## src/rtl/rst_seq.sv

```systemverilog
// Reset sequencer for the wb_clk domain.
// Sequences DDR2, Wishbone and peripheral reset release after PLL lock.
module rst_seq #(
  parameter int LOCK_STABLE_CYCLES = 1024,
  parameter int CALIB_TIMEOUT      = 1048576,
  parameter int MAX_RETRIES        = 3,
  parameter int RST_STRETCH        = 16,
  parameter int CNT_W              = 21
) (
  input  logic       wb_clk_i,
  input  logic       rst_n_i,
  input  logic       plls_locked_i,
  input  logic       ddr2_calib_done_i,
  output logic       ddr2_if_rst_o,
  output logic       wb_rst_o,
  output logic       periph_rst_o,
  output logic [2:0] seq_state_o,
  output logic [1:0] retry_cnt_o,
  output logic       fail_o
);

  localparam int RW = 8;

  localparam logic [CNT_W-1:0] LOCK_LAST =
    CNT_W'(LOCK_STABLE_CYCLES - 1);
  localparam logic [CNT_W-1:0] CAL_LAST =
    CNT_W'(CALIB_TIMEOUT - 1);
  localparam logic [CNT_W-1:0] STR_LAST =
    CNT_W'(RST_STRETCH - 1);
  localparam logic [RW-1:0] RETRY_MAX =
    RW'(MAX_RETRIES);

  typedef enum logic [2:0] {
    IDLE  = 3'd0,
    HOLD  = 3'd1,
    CALIB = 3'd2,
    WB_UP = 3'd3,
    RUN   = 3'd4,
    FAIL  = 3'd5
  } state_t;

  state_t           state_q, state_d;
  logic [CNT_W-1:0] cnt_q, cnt_d;
  logic [RW-1:0]    retry_q, retry_d;
  logic             ddr_rst_q, ddr_rst_d;
  logic             wb_rst_q, wb_rst_d;
  logic             per_rst_q, per_rst_d;
  logic             fail_q, fail_d;

  logic lock_m_q, lock_s_q;
  logic cal_m_q, cal_s_q;

  // Two-flop synchronisers for the asynchronous status inputs
  always_ff @(posedge wb_clk_i or negedge rst_n_i) begin
    if (!rst_n_i) begin
      lock_m_q <= 1'b0;
      lock_s_q <= 1'b0;
      cal_m_q  <= 1'b0;
      cal_s_q  <= 1'b0;
    end else begin
      lock_m_q <= plls_locked_i;
      lock_s_q <= lock_m_q;
      cal_m_q  <= ddr2_calib_done_i;
      cal_s_q  <= cal_m_q;
    end
  end

  logic [CNT_W-1:0] cnt_inc;
  logic [RW-1:0]    retry_inc;

  assign cnt_inc   = cnt_q + CNT_W'(1);
  assign retry_inc = (retry_q == '1) ? retry_q
                   : retry_q + RW'(1);

  always_comb begin
    state_d = state_q;
    cnt_d   = cnt_q;
    retry_d = retry_q;
    if (state_q != FAIL && !lock_s_q) begin
      state_d = IDLE;
      cnt_d   = '0;
    end else begin
      unique case (state_q)
        IDLE: begin
          if (cnt_q == LOCK_LAST) begin
            state_d = CALIB;
            cnt_d   = '0;
          end else begin
            cnt_d = cnt_inc;
          end
        end
        CALIB: begin
          cnt_d = cnt_inc;
          if (cal_s_q) begin
            state_d = WB_UP;
            cnt_d   = '0;
          end else if (cnt_q == CAL_LAST) begin
            cnt_d = '0;
            if (retry_q < RETRY_MAX) begin
              state_d = HOLD;
              retry_d = retry_inc;
            end else begin
              state_d = FAIL;
            end
          end
        end
        HOLD: begin
          if (cnt_q == STR_LAST) begin
            state_d = CALIB;
            cnt_d   = '0;
          end else begin
            cnt_d = cnt_inc;
          end
        end
        WB_UP: begin
          if (cnt_q == STR_LAST) begin
            state_d = RUN;
            cnt_d   = '0;
          end else begin
            cnt_d = cnt_inc;
          end
        end
        RUN: begin
          if (!cal_s_q) begin
            state_d = HOLD;
            cnt_d   = '0;
            retry_d = retry_inc;
          end
        end
        FAIL: begin
          state_d = FAIL;
        end
        default: begin
          state_d = IDLE;
          cnt_d   = '0;
        end
      endcase
    end
  end

  // Outputs decode the next state so they switch with it
  always_comb begin
    ddr_rst_d = 1'b1;
    wb_rst_d  = 1'b1;
    per_rst_d = 1'b1;
    fail_d    = 1'b0;
    unique case (state_d)
      CALIB: ddr_rst_d = 1'b0;
      WB_UP: begin
        ddr_rst_d = 1'b0;
        wb_rst_d  = 1'b0;
      end
      RUN: begin
        ddr_rst_d = 1'b0;
        wb_rst_d  = 1'b0;
        per_rst_d = 1'b0;
      end
      FAIL:    fail_d = 1'b1;
      default: fail_d = 1'b0;
    endcase
  end

  always_ff @(posedge wb_clk_i or negedge rst_n_i) begin
    if (!rst_n_i) begin
      state_q   <= IDLE;
      cnt_q     <= '0;
      retry_q   <= '0;
      ddr_rst_q <= 1'b1;
      wb_rst_q  <= 1'b1;
      per_rst_q <= 1'b1;
      fail_q    <= 1'b0;
    end else begin
      state_q   <= state_d;
      cnt_q     <= cnt_d;
      retry_q   <= retry_d;
      ddr_rst_q <= ddr_rst_d;
      wb_rst_q  <= wb_rst_d;
      per_rst_q <= per_rst_d;
      fail_q    <= fail_d;
    end
  end

  assign ddr2_if_rst_o = ddr_rst_q;
  assign wb_rst_o      = wb_rst_q;
  assign periph_rst_o  = per_rst_q;
  assign fail_o        = fail_q;
  assign seq_state_o   = state_q;
  assign retry_cnt_o   = (retry_q > RW'(3)) ? 2'd3
                       : retry_q[1:0];

endmodule

```

## config.mk

```make
export PLATFORM = sky130hd
export DESIGN_NAME = rst_seq
export DESIGN_NICKNAME = d
export VERILOG_FILES = /design/src/rtl/rst_seq.sv
export SDC_FILE = /design/constraint.sdc
export NUM_CORES = 1
export LEC_CHECK = 0
export ABC_CLOCK_PERIOD_IN_PS = 3950
export BUFFER_PORTS_ARGS = -buffer_cell sky130_fd_sc_hd__buf_2
export CORE_ASPECT_RATIO = 0.5
export CORE_MARGIN = 5
export CORE_UTILIZATION = 64
export CTS_CLUSTER_DIAMETER = 200
export DETAILED_ROUTE_END_ITERATION = 10
export GPL_TIMING_DRIVEN = 0
export PLACE_DENSITY = 0.83
export SKIP_CTS_REPAIR_TIMING = 1
export SYNTH_ARGS = -nofsm -noshare
export SYNTH_HDL_FRONTEND = slang
export SYNTH_SLANG_ARGS = --single-unit
```

## constraint.sdc

```tcl
create_clock -name wb_clk_i -period 3.95 [get_ports wb_clk_i]
set_input_delay 0.5925 -clock wb_clk_i [delete_from_list [all_inputs] [get_ports wb_clk_i]]
set_output_delay 0.5925 -clock wb_clk_i [all_outputs]
set_load 0.02 [all_outputs]
```

==> summary.md, run 1 <==
| Metric | Value |
|---|---|
| Run status | finished, final reports clean |
| Die area | 4600 µm² |
| N_diodes | 0 |
| Critical Path Start Type | flip-flop |
| # DRC | 0 |
| Hold/Removal Path Class | flip-flop to flip-flop |
| Fill cells | 219 |
| CP Cell Sequence | ha_1, buf_2, nand4b_1, nor3_1, a31o_1, a31o_2, nor2b_1, buf_4, buf_6, nor2_1 |
| Overall Global Routing Usage | 18.9% |
| Max-cap violations | 0 |
| Worst Slack Setup Final | 1500 ps |
| Pins over their slew limit | 0 |
| Most frequent cell after synthesis | dfrtp_1 |
| Area Growth Syn to Fin | 11.2% |
| Drt via density | 5.91 |
| Via count of the first global-routing pass | 1494 |
| Syn_nets | 218 |
| Clock Path Buffers | 2 |
| WHS Path Cells | 0 |
| RePlAce Congestion | 0.885 |
| Post-DRT Antenna Nets | 0 |
| Nets | 237 |
| R2R setup slack | 1500 ps |
| Detailed Place HPWL | 2.74 mm |
| I/O pin count | 13 |
| Critical path depth in cells | 10 |
| Crit path max-delay cell type | nor3_1 |
| Global-route wire length before repair | 7.05 mm |
| Leakage | 1.04 nW |
| EDFF count, synth | 0 |
| Top-area cell type share of the netlist area | 44.0% |
| Top delay family on crit path | simple AND/OR/NAND/NOR gates |
| Clock Skew | 1.24 ps |
| Fmax | 409 MHz |
| Row count | 14 |
| Yosys reg bits | 40 |
| Rel. slew slack | 42.1% |
| Synth warnings | 0 |
| Initial antenna violation count | 0 |
| Minimum clock period | 2450 ps |
| Top_reg_cell synth | dfrtp_1 |
| Final count of hold timing violations | 0 |
| Worst-Skew Late Latency | 280 ps |
| CP peak stage delay | 440 ps |
| Inserted Clock Buffers | 5 |
| Largest net degree at the start of global routing | 41 |
| Place WS | 1590 ps |
| Initial DRC Count | 58 |
| Crit Path Max Fanout | 10 |
| Top cells by area, synth | dfrtp_1 (44%), xor2_1 (7.9%), nor2_1 (5.0%) |
| H-Tree Depth | 2 |
| DRT Pass-1 Iters | 4 |
| Die H | 50.5 µm |
| Overflow after GRT | 0 |
| WP buf/inv | 3 |
| Die Wd | 91.1 µm |
| TritonCTS clock tree | yes |
| Syn Area/Cell | 9.92 µm² |
| Core area | 3080 µm² |
| Crit path DAT | 2620 ps |
| Sink Count | 40 |
| Synth area leader | dfrtp_1 |
| Unrepaired setup endpoints after global routing | no |
| Fin crit share | 61.9% |
| Commonest cells in the netlist | dfrtp_1 (37), nor2_1 (28), xor2_1 (19), nand2_1 (18), nand3_1 (11) |
| Initial Utilization | 68.2% |
| IO Port Bufs | 12 |
| Worst reg2reg path depth | 10 |
| Via count | 1608 |
| Ys async rst share | 100% |
| Pwr dens | 346 nW/µm² |
| Wire per inst | 14.7 µm |
| Worst Setup End Kind | flip-flop |
| Share of cells above drive strength 1 | 18.1% |
| Cell count after synthesis | 212 |
| Crit path kind | flip-flop to flip-flop |
| Post-synthesis sequential area ratio | 47.8% |
| Setup Viol. Count Final | 0 |
| Tightest Pin Transition | 868 ps |
| Worst VDD drop | 0.000314 V |
| Final wirelength | 4.01 mm |
| Root buffer cell | clkbuf_8 |
| Mapped cell area | 2100 µm² |
| Setup_tns | 0 ps |
| Worst EP required | 4120 ps |
| Clk pin slew, worst setup/hold paths | 80 ps |
| Yosys cell types | 46 |
[cell usage in the layout (no fill, tap or decap), types with 3 or more instances in the layout]
master / instances
dfrtp_1: 37
nor2_1: 28
xor2_1: 19
nand2_1: 18
buf_2: 16
nand3_1: 11
nand4_1: 8
o21ai_0: 8
clkbuf_8: 7
nor3_1: 6
nor2b_1: 6
a21oi_1: 6
xnor2_1: 6
and3_1: 4
inv_1: 4
and4_1: 3
nor4_1: 3
nand2b_1: 3
and2_1: 3
dfstp_2: 3
[layer usage]
layer	vias to the layer above	GRT usage, %	part of all wire, %
met5	-	0	0
met3	4	4.63	5.4
li1	779	-	-
met4	0	2.93	0.72
met1	788	26.5	49
met2	37	30.7	45
[power breakdown]
| group | switching [mW] | internal, mW | total, mW |
|---|---|---|---|
| logic | 0.0184 | 0.00766 | 0.0260 |
| registers | 0.00476 | 0.414 | 0.418 |
| clock network | 0.141 | 0.223 | 0.364 |
[logic make-up after synthesis]
logic type / count (synthesis) / share of synthesized area, %
buffers and inverters: 11 / 2.74
adders and majority gates: 2 / 1.19
muxes: 2 / 1.01
xor gates and xnor gates: 25 / 10.4
DFF: 40 / 47.8
AOI/OAI and AO/OA: 27 / 10.1
and+or+nand+nor: 105 / 26.7
[worst paths after layout]
| kind | from | end |
|---|---|---|
| worst max-delay path | cnt_q[0] | cnt_q[13] |
| max in group asynchronous | rst_n_i | cnt_q[2] |
| min in group asynchronous | rst_n_i | retry_q[4] |
| worst min-delay path | cal_m_q | cal_s_q |
| worst max register to register | cnt_q[0] | cnt_q[13] |
| worst min register to register | cal_m_q | cal_s_q |
[metrics by stage]
stage	hold slack, ps	instance area, µm²	instances	utilization [%]	power, mW
detailed placement	345	2210	264	71.8	0.453
global route	367	2340	272	75.9	0.840
CTS	363	2340	272	75.9	0.811
floorplan	297	2100	212	-	0.439
global placement	338	2210	264	71.8	0.452
finish	357	2340	272	75.9	0.809
[registers in the layout, summed over array words and instances (netlist names)]
signal / cells
cal_m_q: 1
cal_s_q: 1
cnt_q: 21
ddr2_if_rst_o: 1
fail_o: 1
lock_m_q: 1
lock_s_q: 1
periph_rst_o: 1
retry_q: 8
seq_state_o: 3
wb_rst_o: 1
[worst register-to-register path, stage by stage (launching register included)]
cell	delay [ps]
dfrtp_1	410
ha_1	160
buf_2	200
nand4b_1	180
nor3_1	440
a31o_1	210
a31o_2	210
nor2b_1	140
buf_4	170
buf_6	160
nor2_1	60
[final cells by class]
cell class / instances / area, µm² / share of cell area (%)
Multi-Input combinational cell: 161 / 1040 / 44.5
Sequential cell: 40 / 1000 / 43.0
Clock buffer: 7 / 96.3 / 4.12
Timing Repair Buffer: 12 / 60.1 / 2.57
Tap cell: 40 / 50.0 / 2.14
Buffer: 7 / 42.5 / 1.82
Clock inverter: 1 / 30.0 / 1.28
Inverter: 4 / 15.0 / 0.642
Note: power is estimated with default switching activity, not from simulation.
==> run 2, diff against run 1 <==
--- a/config.mk
+++ b/config.mk
@@ -5,15 +5,15 @@
 export SDC_FILE = /design/constraint.sdc
 export NUM_CORES = 1
 export LEC_CHECK = 0
-export ABC_CLOCK_PERIOD_IN_PS = 3950
+export ABC_CLOCK_PERIOD_IN_PS = 2500
 export BUFFER_PORTS_ARGS = -buffer_cell sky130_fd_sc_hd__buf_2
 export CORE_ASPECT_RATIO = 0.5
 export CORE_MARGIN = 5
-export CORE_UTILIZATION = 64
+export CORE_UTILIZATION = 60
 export CTS_CLUSTER_DIAMETER = 200
 export DETAILED_ROUTE_END_ITERATION = 10
 export GPL_TIMING_DRIVEN = 0
-export PLACE_DENSITY = 0.83
+export PLACE_DENSITY = 0.79
 export SKIP_CTS_REPAIR_TIMING = 1
 export SYNTH_ARGS = -nofsm -noshare
 export SYNTH_HDL_FRONTEND = slang
==> constraint.sdc (replaced) <==
create_clock -name wb_clk_i -period 2.5 [get_ports wb_clk_i]
set_input_delay 0.375 -clock wb_clk_i [delete_from_list [all_inputs] [get_ports wb_clk_i]]
set_output_delay 0.375 -clock wb_clk_i [all_outputs]
set_load 0.02 [all_outputs]
==> run 2 against run 1 <==
Compared with the run above:
- count of clock-buffer cells in the layout unchanged
- final area is essentially flat
- sequential power up 58%
- final cell count is 4.4% higher
- worst hold slack got worse by 170 ps
- clock power is 23% higher
- first-iteration DRC count is 12% higher
- power is 42% higher
- combinational power increased by 66%
- register-to-register slack got worse by 1300 ps
- clock skew up 7.2 ps
- core utilization down 7.0 points
- largest cell class unchanged
- highest routed layer unchanged
==> summary.md, run 2 (synthesis gave the netlist of run 1 again) <==
| Metric | Value |
|---|---|
| Run status | finished, final reports clean |
| Clock Skew | 8.40 ps (+7.15 ps) |
| NetSw | 0.260 mW (+58%) |
| Largest net degree at the start of global routing | 41 (unchanged) |
| Post-Route Utilization | 68.9% (-7.0 points) |
| Sw frac | 22.6% (+2.2 points) |
| Setup Viol. Count Final | 0 (unchanged) |
| Pins over their slew limit | 0 (unchanged) |
| Worst VDD drop | 0.000201 V (-36%) |
| P_int | 0.892 mW (+38%) |
| Die area | 4860 µm² (+5.6%) |
| Logic pwr share | 3.7% (+0.5 points) |
| Final count of hold timing violations | 0 (unchanged) |
| DRT Pass-1 Iters | 4 (unchanged) |
| Commonest non-fill, non-tap cell in the layout | dfrtp_1 |
| Crit Path Max Fanout | 9 (-1) |
| Via count of the first global-routing pass | 1493 (-0.067%) |
| Crit path kind | flip-flop to flip-flop |
| Initial antenna violation count | 0 (unchanged) |
| Fin crit share | 92.4% (+30 points) |
| Inserted Clock Buffers | 5 (unchanged) |
| Hold/Removal Path Class | primary input to flip-flop |
| # DRC | 0 (unchanged) |
| Overflow after GRT | 0 (unchanged) |
| Clk pin slew, worst setup/hold paths | 80 ps (about the same) |
| R2r endpoint | ddr2_if_rst_o |
| Pwr dens | 492 nW/µm² (+42%) |
| Final wirelength | 3.97 mm (-0.90%) |
| Clock share of power | 38.8% (-6.2 points) |
| Die Wd | 93.7 µm (+2.9%) |
| Die H | 51.9 µm (+2.6%) |
| Finished Layout Cells | 284 (+4.4%) |
| Row count | 15 (+1) |
| Post-DRT Antenna Nets | 0 (unchanged) |
| Unrepaired setup endpoints after global routing | no |
| Sink Count | 40 (unchanged) |
| TritonCTS clock tree | yes |
| Crit path DAT | 2520 ps (-100 ps) |
| Share of cells above drive strength 1 | 18.9% (+0.78 points) |
| I/O pin count | 13 (unchanged) |
| H-Tree Depth | 2 (unchanged) |
| Detailed Place HPWL | 2.80 mm (+2.1%) |
| Max reg flops | 21 (unchanged) |
| Placed Area | 2230 µm² (+0.62%) |
| FF-to-FF Start | cnt_q[1] |
| Via count | 1540 (-4.2%) |
| N_diodes | 0 (unchanged) |
| Initial Utilization | 61.9% (-6.3 points) |
| Global-route wire length before repair | 7.21 mm (+2.3%) |
| RePlAce Congestion | 0.809 (-8.5%) |
| Drt via density | 5.42 (-8.3%) |
| Wire per inst | 14.0 µm (-5.1%) |
| Placed Cells | 275 (+4.2%) |
| Worst reg2reg path depth | 8 (-2) |
| Most frequent cells in the layout | dfrtp_1 (37), nor2_1 (28), xor2_1 (19) |
| Final instance area | 2340 µm² (about the same) |
| Nets | 238 (+0.42%) |
| IO Port Bufs | 12 (unchanged) |
| Tightest Pin Transition | 871 ps (+2.33 ps) |
| Core area | 3400 µm² (+10%) |
| R2R setup slack | 190 ps (-1310 ps) |
| Minimum clock period | 2310 ps (-136 ps) |
| Rel. slew slack | 41.9% (-0.16 points) |
| Critical path startpoint | cnt_q[1] |
| Clock Path Buffers | 2 (unchanged) |
| Max-cap violations | 0 (unchanged) |
| Setup_tns | 0 ps (unchanged) |
| Largest Register | cnt_q |
| Overall Global Routing Usage | 19.1% (+0.21 points) |
| Leakage | 1.03 nW (-1.4%) |
| Area Growth Syn to Fin | 11.3% (about the same) |
| Fmax | 433 MHz (+5.9%) |
| Root buffer cell | clkbuf_8 |
| Worst EP required | 2710 ps (-1410 ps) |
| Critical Path Start Type | flip-flop |
| Worst Setup End Kind | flip-flop |
| Initial DRC Count | 65 (+12%) |
| Flop pwr share | 57.4% (+5.7 points) |
| Worst-Skew Late Latency | 290 ps (about the same) |
| Critical path endpoint | ddr2_if_rst_o |
## run 2: worst min-delay path by stage
stage,endpoint,depth (start not counted),start
4_1_cts,cal_m_q,1,ddr2_calib_done_i
3_5_place_dp,cal_s_q,0,cal_m_q
5_1_grt,cal_m_q,1,ddr2_calib_done_i
6_report,cal_m_q,1,ddr2_calib_done_i
2_1_floorplan,cal_m_q,0,rst_n_i
3_3_place_gp,lock_s_q,0,lock_m_q
## run 2: power groups by stage
stage                     logic, mW  registers, mW  clock network, mW
after detailed placement     0.0418          0.674                  0
after global routing         0.0514          0.663              0.483
after CTS                    0.0419          0.661              0.453
final                        0.0432          0.661              0.447
after global placement       0.0411          0.673                  0
after floorplan              0.0217          0.672                  0
## run 2: layout make-up
| cell class | instances | area [µm²] |
|---|---|---|
| clock buffers | 7 | 86.3 |
| flip-flops and latches | 40 | 1000 |
| fillers | 267 | 1060 |
| repair buffers | 13 | 67.6 |
| well taps | 51 | 63.8 |
| plain buffers | 7 | 45.0 |
| multi-input cells | 161 | 1050 |
| inverters | 4 | 15.0 |
| clock inverters | 1 | 7.51 |
## run 2: through the flow
step           total power, mW  worst slack [ps]  hold WS [ps]
6_report                  1.15               190           187
5_1_grt                   1.20              9.08           174
4_1_cts                   1.16               111           183
3_5_place_dp             0.716               125           335
3_3_place_gp             0.714               153           331
2_1_floorplan            0.693               472          79.4
## run 2: critical path: stages, from the launching register on
cell and delay [ps]:
dfrtp_1 380, ha_1 150, clkbuf_4 190, nand4b_1 140, nand4b_1 360, or4_4 570, a31oi_4 210, and2_1 180
nor2_1 60
## run 2: metal layers
| metal | up-vias | GRT usage, % | wire (µm) |
|---|---|---|---|
| met5 | - | 0 | 0 |
| met4 | 0 | 5.04 | 27 |
| met3 | 4 | 5.20 | 155 |
| met2 | 25 | 29.5 | 1820 |
| met1 | 731 | 26.7 | 1960 |
| li1 | 780 | - | - |
==> run 3, diff against run 2 <==
--- a/config.mk
+++ b/config.mk
@@ -7,7 +7,6 @@
 export LEC_CHECK = 0
 export ABC_CLOCK_PERIOD_IN_PS = 2500
 export BUFFER_PORTS_ARGS = -buffer_cell sky130_fd_sc_hd__buf_2
-export CORE_ASPECT_RATIO = 0.5
 export CORE_MARGIN = 5
 export CORE_UTILIZATION = 60
 export CTS_CLUSTER_DIAMETER = 200
==> run 3 against run 2 <==
Compared with the run above:
- first-iteration DRC count increased by 40%
- clock power fell by 17%
- global-route usage is 0.92 points lower
- non-clock buffer count did not move
- largest power group unchanged
- sequential share of layout area rose by 0.68 points
==> summary.md, run 3 (synthesis gave the netlist of run 1 again) <==
| Metric | Value |
|---|---|
| Commonest non-fill, non-tap cell in the layout | dfrtp_1 |
| Global-route wire length before repair | 7.00 mm (-2.9%) |
| Fmax | 430 MHz (-0.78%) |
| N_diodes | 0 (unchanged) |
| Worst EP required | 2750 ps (+40 ps) |
| Max reg flops | 21 (unchanged) |
| Row count | 21 (+6) |
| Unrepaired setup endpoints after global routing | no |
| Leakage | 1.02 nW (-0.62%) |
| Tightest Pin Transition | 854 ps (-16.5 ps) |
| GR Layer Usage met2 | 25.7% (-3.8 points) |
| Share of cells above drive strength 1 | 18.5% (-0.43 points) |
| FF-to-FF Start | cnt_q[0] |
| Largest Register | cnt_q |
| Clock Skew | 9.40 ps (+1.00 ps) |
| Nets | 238 (unchanged) |
| Crit Path Max Fanout | 10 (+1) |
| Layer with the highest usage | met2 |
| Die area | 4790 µm² (-1.5%) |
| Critical Path Start Type | flip-flop |
| Overall Global Routing Usage | 18.2% (-0.92 points) |
| Hold/Removal Path Class | primary input to async pin |
| I/O pin count | 13 (unchanged) |
| Placed Area | 2220 µm² (-0.28%) |
| Root buffer cell | clkbuf_4 |
| DRT Pass-1 Iters | 4 (unchanged) |
| Crit path kind | flip-flop to flip-flop |
| # DRC | 0 (unchanged) |
| H-Tree Depth | 2 (unchanged) |
| Detailed Place HPWL | 2.73 mm (-2.6%) |
| RePlAce Congestion | 0.799 (-1.2%) |
| Setup_tns | 0 ps (unchanged) |
| Final count of hold timing violations | 0 (unchanged) |
| Area Growth Syn to Fin | 9.58% |
| TritonCTS clock tree | yes |
| Via count of the first global-routing pass | 1531 (+2.5%) |
| Overflow after GRT | 0 (unchanged) |
| Crit path DAT | 2580 ps (+60 ps) |
| Post-Route Utilization | 68.5% (-0.39 points) |
| Area of the multi-input gates | 1040 µm² (-0.48%) |
| Run status | finished, final reports clean |
| Rel. slew slack | 43.0% (+1.1 points) |
| CP Cell Sequence | ha_1, clkbuf_4, nand4b_1, nor3_1, a31o_1, a31o_2, nor2b_1, buf_4, buf_6, nor2_1 |
| Die H | 69.2 µm (+33%) |
| Post-DRT Antenna Nets | 0 (unchanged) |
| Final instance area | 2300 µm² (-1.6%) |
| Worst Slack Setup Final | 172 ps (-18.1 ps) |
| Met1 Resource Use GR | 25.2% (-1.5 points) |
| Worst VDD drop | 0.000378 V (+88%) |
| Pins over their slew limit | 0 (unchanged) |
| Initial antenna violation count | 0 (unchanged) |
| Sink Count | 40 (unchanged) |
| Fin crit share | 93.1% (+0.72 points) |
| CP peak stage delay | 410 ps (-160 ps) |
| Sequential cell area | 1000 µm² (unchanged) |
| Final wirelength | 3.86 mm (-2.8%) |
| Core area | 3360 µm² (-0.99%) |
| Drt via density | 5.64 (+4.0%) |
| Inserted Clock Buffers | 5 (unchanged) |
| Via count | 1574 (+2.2%) |
| Crit path max-delay cell type | dfrtp_1 |
| Worst Setup End Kind | flip-flop |
| Initial Utilization | 62.5% (+0.62 points) |
| Clk pin slew, worst setup/hold paths | 110 ps (+30 ps) |
| Fill cells | 295 (+10%) |
| Pwr dens | 466 nW/µm² (-5.4%) |
| Place WS | 129 ps (+3.83 ps) |
| Setup Viol. Count Final | 0 (unchanged) |
| Initial DRC Count | 91 (+40%) |
| IO Port Bufs | 12 (unchanged) |
| Max-cap violations | 0 (unchanged) |
| Most frequent cells in the layout | dfrtp_1 (37), nor2_1 (28), xor2_1 (19) |
| Clock Path Buffers | 2 (unchanged) |
| Worst-Skew Late Latency | 350 ps (+60 ps) |
| Die Wd | 69.2 µm (-26%) |
| Minimum clock period | 2330 ps (+18.1 ps) |
| Met3 Track Usage GR | 6.23% (+1.0 points) |
| R2R setup slack | 170 ps (-20 ps) |
| Critical path startpoint | cnt_q[0] |
| Wire per inst | 13.8 µm (-1.1%) |
| Largest net degree at the start of global routing | 41 (unchanged) |
run 3: layout make-up:
| class | instances | area share (%) |
|---|---|---|
| Timing Repair Buffer | 13 | 2.93 |
| Buffer | 7 | 1.96 |
| Inverter | 4 | 0.652 |
| Multi-Input combinational cell | 161 | 45.4 |
| Sequential cell | 40 | 43.6 |
| Tap cell | 46 | 2.50 |
| Clock buffer | 8 | 2.99 |
run 3: power breakdown:
group	switching, mW	internal (mW)	total [mW]
Combinational	0.0291	0.0137	0.0427
Sequential	0.00723	0.654	0.661
Clock	0.203	0.166	0.369
run 3: through the flow:
| step | power (mW) | hold WS, ps | instances |
|---|---|---|---|
| after floorplan | 0.693 | 79.4 | 212 |
| after global placement | 0.715 | 331 | 270 |
| after detailed placement | 0.715 | 348 | 270 |
| after CTS | 1.08 | 114 | 278 |
| after global routing | 1.12 | 104 | 279 |
| final | 1.07 | 107 | 279 |
run 3: routing by layer:
metal  wire length (µm)  vias up
li1                   -      781
met1               1910      758
met2               1700       29
met3                175        6
met4                 71        0
met5                  0        -
run 3: worst max-delay path: cells and delay by family (launching register included):
family,cells,cell delay (ps)
flops,1,410
simple gates,4,710
fa+ha+maj,1,160
buf+inv,3,510
compound gates,2,410
run 3: path summary, 6_finish.rpt:
check,depth (start not counted),end
max in group asynchronous,1,lock_m_q
hold / removal,1,retry_q[0]
hold reg to reg,0,cal_s_q
min in group wb_clk_i,1,lock_m_q
setup / recovery,10,cnt_q[15]
setup reg to reg,10,cnt_q[15]
